$ cat config.mk
export PLATFORM = sky130hd
export DESIGN_NAME = decimal_number_display
export DESIGN_NICKNAME = d
export VERILOG_FILES = /design/src/rtl/display_pkg.sv /design/src/rtl/digit_segment_decoder.sv /design/src/rtl/decimal_number_display.sv
export SDC_FILE = /design/constraint.sdc
export NUM_CORES = 1
export LEC_CHECK = 0
export ABC_AREA = 1
export BUFFER_PORTS_ARGS = -buffer_cell sky130_fd_sc_hd__buf_4
export CAP_MARGIN = 40
export CORE_MARGIN = 4
export CORE_UTILIZATION = 30
export CTS_CLUSTER_SIZE = 14
export DETAILED_ROUTE_END_ITERATION = 8
export PLACE_DENSITY = 0.55
export SETUP_SLACK_MARGIN = 0.15
export SLEW_MARGIN = 5
export SYNTH_ARGS = -nofsm -noshare
export SYNTH_HDL_FRONTEND = slang
export SYNTH_SLANG_ARGS = --single-unit
$ cat constraint.sdc
create_clock -name clk -period 8.6 [get_ports clk]
set_input_delay 2.58 -clock clk [delete_from_list [all_inputs] [get_ports clk]]
set_output_delay 2.58 -clock clk [all_outputs]
set_load 0.005 [all_outputs]
$ cat src/rtl/display_pkg.sv
// Shared digit/segment types and special digit codes for the decimal display path.
package display_pkg;

    typedef logic [3:0] Digit;

    // Bit order per digit: {top_left, top, top_right, bottom_right, bottom, bottom_left, middle}
    typedef logic [6:0] Segments;

    localparam Digit EMPTY_DIGIT = 4'hF;
    localparam Digit MINUS_DIGIT = 4'hA;

    typedef enum logic [1:0] {
        IDLE,
        CONVERT,
        COMMIT
    } state_t;

endpackage

$ cat src/rtl/digit_segment_decoder.sv
// Combinational digit code to 7-segment glyph; no latency, no flow control.
module digit_segment_decoder
    import display_pkg::*;
(
    input  Digit    digit,
    output Segments segments
);

    always_comb begin
        segments = 7'b0000000;
        case (digit)
            4'd0:        segments = 7'b1111110;
            4'd1:        segments = 7'b0011000;
            4'd2:        segments = 7'b0110111;
            4'd3:        segments = 7'b0111101;
            4'd4:        segments = 7'b1011001;
            4'd5:        segments = 7'b1101101;
            4'd6:        segments = 7'b1101111;
            4'd7:        segments = 7'b0111000;
            4'd8:        segments = 7'b1111111;
            4'd9:        segments = 7'b1111101;
            MINUS_DIGIT: segments = 7'b0000001;
            default:     segments = 7'b0000000;
        endcase
    end

endmodule

$ cat src/rtl/decimal_number_display.sv
// Binary to multi-digit 7-segment converter, one digit per cycle, committed atomically.
// Done NUM_DIGITS+1 cycles after accept; requests arriving while busy are dropped.
module decimal_number_display
    import display_pkg::*;
#(
    parameter int WIDTH      = 16,
    parameter int NUM_DIGITS = 5,
    parameter bit SIGNED     = 1'b0,
    parameter bit SHOW_ZERO  = 1'b1
) (
    input  logic                    clk,
    input  logic                    rst,
    input  logic                    in_valid,
    output logic                    in_ready,
    input  logic [WIDTH-1:0]        in_number,
    output logic                    done,
    output logic                    overflow,
    output logic [7*NUM_DIGITS-1:0] segments
);

    localparam int RW   = WIDTH + 1;
    localparam int IDXW = (NUM_DIGITS > 1) ? $clog2(NUM_DIGITS) : 1;

    state_t                  state, state_nxt;
    logic [RW-1:0]           rem, rem_div, mag_in;
    Digit                    rem_mod, cur_digit;
    logic [IDXW-1:0]         idx;
    logic                    neg, minus_done, cur_minus, last, ovf_nxt;
    Digit                    shadow     [NUM_DIGITS];
    Digit                    shadow_nxt [NUM_DIGITS];
    Digit                    show       [NUM_DIGITS];
    Segments                 glyph      [NUM_DIGITS];
    logic [7*NUM_DIGITS-1:0] seg_nxt;

    // Extra bit keeps the magnitude of the most-negative input exact.
    always_comb begin
        if (SIGNED && in_number[WIDTH-1])
            mag_in = -{in_number[WIDTH-1], in_number};
        else
            mag_in = {1'b0, in_number};
    end

    assign rem_div = rem / RW'(10);
    assign rem_mod = Digit'(rem % RW'(10));
    assign last    = (idx == IDXW'(NUM_DIGITS - 1));

    always_comb begin
        cur_minus = 1'b0;
        if (rem != '0)
            cur_digit = rem_mod;
        else if (neg && !minus_done) begin
            cur_digit = MINUS_DIGIT;
            cur_minus = 1'b1;
        end else if (idx == '0 && SHOW_ZERO)
            cur_digit = 4'd0;
        else
            cur_digit = EMPTY_DIGIT;
    end

    // Final digit is merged combinationally so the glyphs land on the same edge as COMMIT entry.
    assign ovf_nxt = (rem_div != '0) || (neg && !(minus_done || cur_minus));

    for (genvar d = 0; d < NUM_DIGITS; d++) begin : g_digit
        assign shadow_nxt[d] = (idx == IDXW'(d)) ? cur_digit : shadow[d];
        assign show[d]       = ovf_nxt ? MINUS_DIGIT : shadow_nxt[d];
        digit_segment_decoder u_dec (
            .digit    (show[d]),
            .segments (glyph[d])
        );
        assign seg_nxt[7*d +: 7] = glyph[d];
    end

    always_comb begin
        state_nxt = state;
        in_ready  = 1'b0;
        done      = 1'b0;
        case (state)
            IDLE: begin
                in_ready = 1'b1;
                if (in_valid) state_nxt = CONVERT;
            end
            CONVERT: begin
                if (last) state_nxt = COMMIT;
            end
            COMMIT: begin
                done      = 1'b1;
                state_nxt = IDLE;
            end
            default: state_nxt = IDLE;
        endcase
    end

    always_ff @(posedge clk) begin
        if (rst) begin
            state      <= IDLE;
            segments   <= '0;
            overflow   <= 1'b0;
            rem        <= '0;
            idx        <= '0;
            neg        <= 1'b0;
            minus_done <= 1'b0;
            for (int d = 0; d < NUM_DIGITS; d++) shadow[d] <= EMPTY_DIGIT;
        end else begin
            state <= state_nxt;
            if (state == IDLE && in_valid) begin
                rem        <= mag_in;
                neg        <= SIGNED && in_number[WIDTH-1];
                idx        <= '0;
                minus_done <= 1'b0;
            end else if (state == CONVERT) begin
                for (int d = 0; d < NUM_DIGITS; d++) shadow[d] <= shadow_nxt[d];
                rem        <= rem_div;
                minus_done <= minus_done | cur_minus;
                idx        <= idx + IDXW'(1);
                if (last) begin
                    segments <= seg_nxt;
                    overflow <= ovf_nxt;
                end
            end
        end
    end

endmodule
==> summary.txt, run 1 <==
Outcome
  • Status: finished clean

Clock tree
  • Worst-case clock buffer depth: 2
  • PostCTS Resize Cnt: 0
  • Number of buffers created by CTS: 9
  • Master cell of the clock root buffer: sky130_fd_sc_hd__clkbuf_16
  • Buffer count from post-CTS setup fixing: 0
  • Clock slew seen by the registers of the worst setup and hold paths: 0.06 ns
  • Number of sinks on the clock net: 77
  • Count of H-tree levels built during CTS: 3
  • Hold-fix buffers at CTS: 0
  • Later-pin clock latency in the skew report: 0.36 ns
  • Clock tree from TritonCTS: done

Final layout
  • Diode count: 0
  • Final layout net count: slightly below 1000
  • Area Overhead vs Synth: 17.4%
  • Fraction of final layout cells sized beyond drive strength 1: approximately a fifth

Placed design
  • Routability Congestion: slightly above 0.8
  • Final HPWL DP: 10700 um
  • PortBufs: between 50 and 60

Routing
  • Average vias per placed instance: around 4.6
  • Vias post-DR: approximately 5400
  • Number of antenna-violating nets in the routed design: 0
  • Drt total wl: ~14000 um
  • DRC violation total after the first TritonRoute iteration: 250
  • DRC Markers: 0
  • Detailed Routing Iterations Pass 1: 6
  • Routed length per instance: ~12 um

Worst setup path
  • Startpoint of the worst register-to-register path: rem[13]$_SDFFE_PP0P_
  • End of the worst register-to-register path: segments[23]$_SDFFE_PP0P_
  • Largest stage delay on the critical path: 0.44 ns
  • Critical Path Start Type: register
  • Number of cells on the worst reg-to-reg path: between 60 and 70
  • WP data arrival: about 7.2 ns
  • Start-to-end type of the worst setup path: reg -> reg
  • Setup slack of the most critical reg-to-reg path: 1.59 ns
  • Critical path capture point type: register
  • Required time of the worst setup path: around 8.8 ns
  • Launch point of the critical path: rem[13]$_SDFFE_PP0P_
  • Largest fanout on the critical path: 21
  • Crit-path slowest cell: sky130_fd_sc_hd__dfxtp_1
  • Most frequent cell on the critical path: sky130_fd_sc_hd__nand2_2

Synth
  • Synthesis warning total: 0
  • Dominant cell by count in the synthesized netlist: sky130_fd_sc_hd__nand2_1
  • Post-synth EDFFs: 20
  • Post-synth top area share: 20.1%
  • Async SR Flop Fraction: 0%
  • Count of different cell masters after synthesis: 34
  • Sequential fraction of the synthesis area: 30.6%
  • Post-synthesis cell type with the largest combined area: sky130_fd_sc_hd__dfxtp_1
  • Synth top cells by count: sky130_fd_sc_hd__nand2_1 (286), sky130_fd_sc_hd__inv_1 (92), sky130_fd_sc_hd__nand3_1 (91)
  • Synthesized flop and latch total: 77
  • Cell types with the largest area share after synthesis: sky130_fd_sc_hd__dfxtp_1 (20%), sky130_fd_sc_hd__nand2_1 (19%), sky130_fd_sc_hd__edfxtp_1 (11%)
  • Synth Area per Inst: 6.54 um2
  • Post-synth net total: a little over 900
  • Post-Synthesis Cell Area: approximately 0.0057 mm2
  • Synthesized netlist cell count: roughly 870
  • Most common flop cell mapped by yosys: sky130_fd_sc_hd__dfxtp_1

Timing
  • Final period demand of the worst path: approximately 7 ns
  • Worst Clk Skew: ~0.011 ns
  • Worst Tran Pin Value: a little under 0.6 ns
  • Fin Setup TNS: 0 ns
  • Setup violators final: 0
  • Number of hold-slack violations in the final timing report: 0
  • Number of max-slew violations in the final report: 0
  • Max-slew headroom at the worst pin: 61.3%
  • Final period utilization: 81.5%
  • Highest attainable clock frequency: about 140 MHz
  • Unrepaired setup endpoints after global routing: no

Floorplanning
  • Top-level port count: 57
  • Area inside the core boundary: approximately 0.019 mm2
  • Total die area: roughly 0.021 mm2
  • Die boundary width: ~150 um
  • Floorplan row count: 50
  • Chip height: about 150 um
  • Initial Util: a little under a third

Global route
  • Overall global routing resource usage: between 10% and 20%
  • Largest net degree at the start of global routing: 31
  • Total congestion overflow: 0
  • Global-route wire length before repair: about 25000 um
  • Vias in the first global route: 5148
  • Antenna violations before repair: 0

Flow run
  • Max-cap violations: 0

Hold path
  • WHS Endpoint: idx[1]$_SDFFE_PP0P_
  • Hold path depth: 2
  • Class of the worst hold path: reg -> reg
  • Origin of the worst min-delay path: idx[1]$_SDFFE_PP0P_
-- cells by family after synthesis --
family	count (synthesis)	synth area share (%)
fa+ha+maj	37	8.14
buf+inv	134	9.15
compound gates	87	8.36
xor+xnor	1	0.154
flops	77	30.6
simple gates	533	43.6
-- registers in the layout, summed over array words and instances (netlist names) --
register and cells:
state 2, segments 35, idx 3, rem 16
shadow 20, overflow 1
-- worst max-delay path: cells and delay by family (launching register included) --
| family | cells | cell delay, ns |
|---|---|---|
| fa+ha+maj | 2 | 0.41 |
| buf+inv | 12 | 1.20 |
| flops | 1 | 0.44 |
| compound gates | 2 | 0.25 |
| simple gates | 51 | 4.59 |
-- cell type report --
cell class | count | area [um2]
flip-flops and latches | 77 | 1740
well taps | 234 | 293
multi-input cells | 658 | 3430
clock inverters | 7 | 57.6
clock buffers | 9 | 225
inverters | 115 | 432
repair buffers | 62 | 493
fillers | 2023 | 12000
-- worst max-delay path by stage --
stage,cells after the start,endpoint
6_report,67,segments[23]$_SDFFE_PP0P_
3_3_place_gp,65,segments[23]$_SDFFE_PP0P_
5_1_grt,67,segments[27]$_SDFFE_PP0P_
2_1_floorplan,70,segments[25]$_SDFFE_PP0P_
4_1_cts,67,segments[23]$_SDFFE_PP0P_
3_5_place_dp,67,segments[23]$_SDFFE_PP0P_
-- placed cells by master (no fill, tap or decap), types with 2 or more instances in the layout --
cell type,synthesis,layout
sky130_fd_sc_hd__nand2_1,286,286
sky130_fd_sc_hd__inv_1,92,92
sky130_fd_sc_hd__nand3_1,91,91
sky130_fd_sc_hd__nor2_1,61,60
sky130_fd_sc_hd__buf_4,0,60
sky130_fd_sc_hd__dfxtp_1,57,57
sky130_fd_sc_hd__ha_1,37,37
sky130_fd_sc_hd__o21ai_0,35,35
sky130_fd_sc_hd__nand2_2,30,30
sky130_fd_sc_hd__a21oi_1,30,30
sky130_fd_sc_hd__inv_2,22,22
sky130_fd_sc_hd__nand4_1,21,21
sky130_fd_sc_hd__edfxtp_1,20,20
sky130_fd_sc_hd__nand3_2,14,14
sky130_fd_sc_hd__a31oi_1,12,12
sky130_fd_sc_hd__nand2_4,9,9
sky130_fd_sc_hd__or2_2,9,9
sky130_fd_sc_hd__clkbuf_16,0,9
sky130_fd_sc_hd__o211ai_1,3,3
sky130_fd_sc_hd__nor4_1,3,3
sky130_fd_sc_hd__nor2_2,3,3
sky130_fd_sc_hd__o21ai_1,2,2
sky130_fd_sc_hd__o21ai_2,2,2
sky130_fd_sc_hd__a21oi_2,2,2
sky130_fd_sc_hd__inv_6,0,2
sky130_fd_sc_hd__clkinvlp_4,0,2
-- through the flow --
| step | area (um2) | setup WS (ns) | util (%) | cells | hold slack (ns) |
|---|---|---|---|---|---|
| global placement | 6350 | 1.69 | 33.9 | 1144 | 0.504 |
| CTS | 6670 | 1.59 | 35.7 | 1162 | 0.511 |
| global route | 6670 | 0.620 | 35.7 | 1162 | 0.551 |
| detailed placement | 6390 | 1.63 | 34.2 | 1146 | 0.502 |
| floorplan | 5690 | 2.63 | - | 869 | 0.476 |
| finish | 6670 | 1.59 | 35.7 | 1162 | 0.506 |
-- per-layer routing --
layer	GRT usage, %	wire length [um]
met1	18.2	7010
met2	22.8	6750
met3	2.40	410
met4	4.94	263
met5	0	0
Power of run 1 is left out: the tool's default activity adds up to more than one toggle a clock period on the data nets, which glitch-free logic cannot reach.
==> run 2: changes to the inputs <==
--- a/config.mk
+++ b/config.mk
@@ -12,7 +12,7 @@
 export CORE_UTILIZATION = 30
 export CTS_CLUSTER_SIZE = 14
 export DETAILED_ROUTE_END_ITERATION = 8
-export PLACE_DENSITY = 0.55
+export PLACE_DENSITY = 0.57
 export SETUP_SLACK_MARGIN = 0.15
 export SLEW_MARGIN = 5
 export SYNTH_ARGS = -nofsm -noshare
==> constraint.sdc (replaced) <==
create_clock -name clk -period 6.2 [get_ports clk]
set_input_delay 1.86 -clock clk [delete_from_list [all_inputs] [get_ports clk]]
set_output_delay 1.86 -clock clk [all_outputs]
set_load 0.005 [all_outputs]
==> summary.txt, run 2 (synthesis results as in run 1) <==
Final layout
  • Fraction of final layout cells sized beyond drive strength 1: 42.1% (+23 points)
  • Commonest cells after routing, fill and taps aside: sky130_fd_sc_hd__nand2_1 (224), sky130_fd_sc_hd__buf_4 (140), sky130_fd_sc_hd__inv_1 (70), sky130_fd_sc_hd__nand3_1 (65), sky130_fd_sc_hd__nand2_2 (60)
  • Final layout net count: 1082 (+11%)
  • Most common library cell in the layout ignoring fill and taps: sky130_fd_sc_hd__nand2_1
  • Diode count: 0 (unchanged)
  • Fill cell instance count of the final layout: 1797 (-11%)
  • Footprint of the multi-input gates: 0.00443 mm2 (+29%)
  • Register bank with the most flops: segments
  • Largest registers ranked by flip-flop count: segments: 35 flops, shadow: 20 flops, rem: 16 flops
  • Finished Cell Area: 0.00861 mm2 (+29%)
  • Final instance count without filler cells: 1265 (+8.9%)
  • Register cell area after layout: 0.00175 mm2 (+0.65%)
  • Area Overhead vs Synth: 51.4%
  • Flip-flop count of the largest register, all copies and words added: 35 (unchanged)

Worst setup path
  • Crit-path slowest cell: sky130_fd_sc_hd__dfxtp_4
  • Most frequent cell on the critical path: sky130_fd_sc_hd__nand2_4
  • End of the worst register-to-register path: segments[12]$_SDFFE_PP0P_
  • Setup slack of the most critical reg-to-reg path: -0.04 ns (-1.64 ns)
  • End point of the critical path: segments[12]$_SDFFE_PP0P_
  • Critical path capture point type: register
  • Start-to-end type of the worst setup path: reg -> reg
  • Startpoint of the worst register-to-register path: rem[14]$_SDFFE_PP0P_
  • Required time of the worst setup path: 6.48 ns (-2.35 ns)
  • Largest fanout on the critical path: 6 (-71%)
  • Launch point of the critical path: rem[14]$_SDFFE_PP0P_
  • Number of cells on the worst reg-to-reg path: 63 (-6.0%)
  • WP data arrival: 6.52 ns (-0.71 ns)
  • Critical Path Start Type: register
  • Largest stage delay on the critical path: 0.38 ns (-0.06 ns)

Routing
  • Routed length per instance: 13.7 um (+9.9%)
  • Number of antenna-violating nets in the routed design: 0 (unchanged)
  • Uppermost metal layer occupied by signal nets: met4
  • Drt total wl: 17300 um (+20%)
  • Vias post-DR: 6066 (+13%)
  • DRC Markers: 0 (unchanged)
  • DRC violation total after the first TritonRoute iteration: 276 (+10%)
  • Amount of wire on met2 after detailed routing: 8840 um (+31%)
  • Met3 wire length: 405 um (-1.2%)
  • Met1 WL: 7680 um (+9.5%)
  • Average vias per placed instance: 4.80 (+3.4%)
  • Detailed Routing Iterations Pass 1: 5 (-1)

Timing
  • Number of hold-slack violations in the final timing report: 0 (unchanged)
  • Max-slew headroom at the worst pin: 53.4% (-7.9 points)
  • Final worst slack: -0.0403 ns (-1.64 ns)
  • Final period utilization: 101% (+19 points)
  • Final period demand of the worst path: 6.24 ns (-0.765 ns)
  • Number of max-slew violations in the final report: 0 (unchanged)
  • Worst Clk Skew: 0.00700 ns (-0.00449 ns)
  • Setup violators final: 8 (+8)
  • Unrepaired setup endpoints after global routing: yes
  • Highest attainable clock frequency: 160 MHz (+12%)
  • Smallest hold slack: 0.508 ns (+0.00184 ns)
  • Worst Tran Pin Value: 0.697 ns (+0.119 ns)

Hold path
  • Class of the worst hold path: reg -> reg

Outcome
  • Status: finished with violations
  • Failing checks: negative setup slack

Clock tree
  • Number of sinks on the clock net: 77 (unchanged)
  • Clock tree from TritonCTS: done
  • Count of H-tree levels built during CTS: 3 (unchanged)
  • Later-pin clock latency in the skew report: 0.35 ns (about the same)
  • Number of buffers created by CTS: 9 (unchanged)
  • Master cell of the clock root buffer: sky130_fd_sc_hd__clkbuf_16
  • Worst-case clock buffer depth: 2 (unchanged)
  • Clock slew seen by the registers of the worst setup and hold paths: 0.06 ns (about the same)

Placed design
  • Post-placement cell area: 0.00667 mm2 (+4.3%)
  • Number of placed cells counting well taps: 1183 (+3.2%)
  • Worst Setup Slack post-DPL: -0.204 ns (-1.83 ns)
  • Final HPWL DP: 10900 um (+2.2%)
  • Routability Congestion: 0.871 (+4.8%)
  • PortBufs: 56 (unchanged)

Floorplanning
  • Initial Util: 30.4% (unchanged)
  • Area inside the core boundary: 0.0187 mm2 (unchanged)
  • Floorplan row count: 50 (unchanged)
  • Die boundary width: 146 um (unchanged)
  • Chip height: 146 um (unchanged)
  • Total die area: 0.0212 mm2 (unchanged)
  • Top-level port count: 57 (unchanged)

Global route
  • Overall global routing resource usage: 14.9% (+1.0 points)
  • Total congestion overflow: 0 (unchanged)
  • Vias in the first global route: 5690 (+11%)
  • Global-route wire length before repair: 26700 um (+8.4%)
  • Largest net degree at the start of global routing: 31 (unchanged)
  • Antenna violations before repair: 0 (unchanged)

Flow run
  • Max-cap violations: 0 (unchanged)
run 2: cell count changes in the layout (fill, tap and decap cells not counted), moves of 21 or more:
cell,delta
sky130_fd_sc_hd__nand2_1,-62
sky130_fd_sc_hd__ha_1,-21
sky130_fd_sc_hd__nand3_4,+21
sky130_fd_sc_hd__buf_6,+21
sky130_fd_sc_hd__inv_1,-22
sky130_fd_sc_hd__nand2_4,+31
sky130_fd_sc_hd__buf_4,+80
sky130_fd_sc_hd__nand2_2,+30
sky130_fd_sc_hd__nand3_1,-26
run 2: cell type report:
cell class | instances | area share, %
clock buffers | 11 | 2.70
clock inverters | 5 | 0.698
inverters | 115 | 5.39
multi-input cells | 658 | 51.5
flip-flops and latches | 77 | 20.4
well taps | 234 | 3.40
repair buffers | 165 | 15.9
run 2: stage by stage:
step / utilization [%] / TNS (ns)
detailed placement: 35.7 / -2.60
global route: 46.0 / -15.45
floorplan: - / 0
finish: 46.0 / -0.184
global placement: 35.4 / -0.280
CTS: 40.2 / 0
run 2: worst min path at each step:
| stage | from | endpoint | slack, ns | depth (start not counted) |
|---|---|---|---|---|
| finish | idx[1]$_SDFFE_PP0P_ | idx[1]$_SDFFE_PP0P_ | 0.51 | 2 |
| global route | rem[15]$_SDFFE_PP0P_ | rem[15]$_SDFFE_PP0P_ | 0.54 | 2 |
| CTS | idx[1]$_SDFFE_PP0P_ | idx[1]$_SDFFE_PP0P_ | 0.51 | 2 |
| detailed placement | idx[1]$_SDFFE_PP0P_ | idx[1]$_SDFFE_PP0P_ | 0.50 | 2 |
| global placement | idx[1]$_SDFFE_PP0P_ | idx[1]$_SDFFE_PP0P_ | 0.50 | 2 |
| floorplan | idx[1]$_SDFFE_PP0P_ | idx[1]$_SDFFE_PP0P_ | 0.48 | 2 |
run 2: worst max-delay path: cells and delay by family, from the launching register on:
| family | cells | cell delay [ns] |
|---|---|---|
| AND/OR/NAND/NOR | 48 | 3.98 |
| buffers and inverters | 12 | 1.15 |
| AO/OA/AOI/OAI | 2 | 0.42 |
| flip-flops | 1 | 0.38 |
| adder cells (fa/ha/maj) | 1 | 0.27 |
run 2: per-layer routing:
layer	track usage, %	vias to the layer above
li1	-	3111
met1	18.6	2844
met2	25.9	86
met3	1.71	25
met4	6.27	0
met5	0	-
run 2: repair_timing:
item                       in CTS  in global routing
hold buffers                    0                  0
setup endpoints to repair      35                 51
setup buffers                  31                 36
gates resized for setup        86                193
pin swaps                      39                 97
Power of run 2 is left out for the same reason.
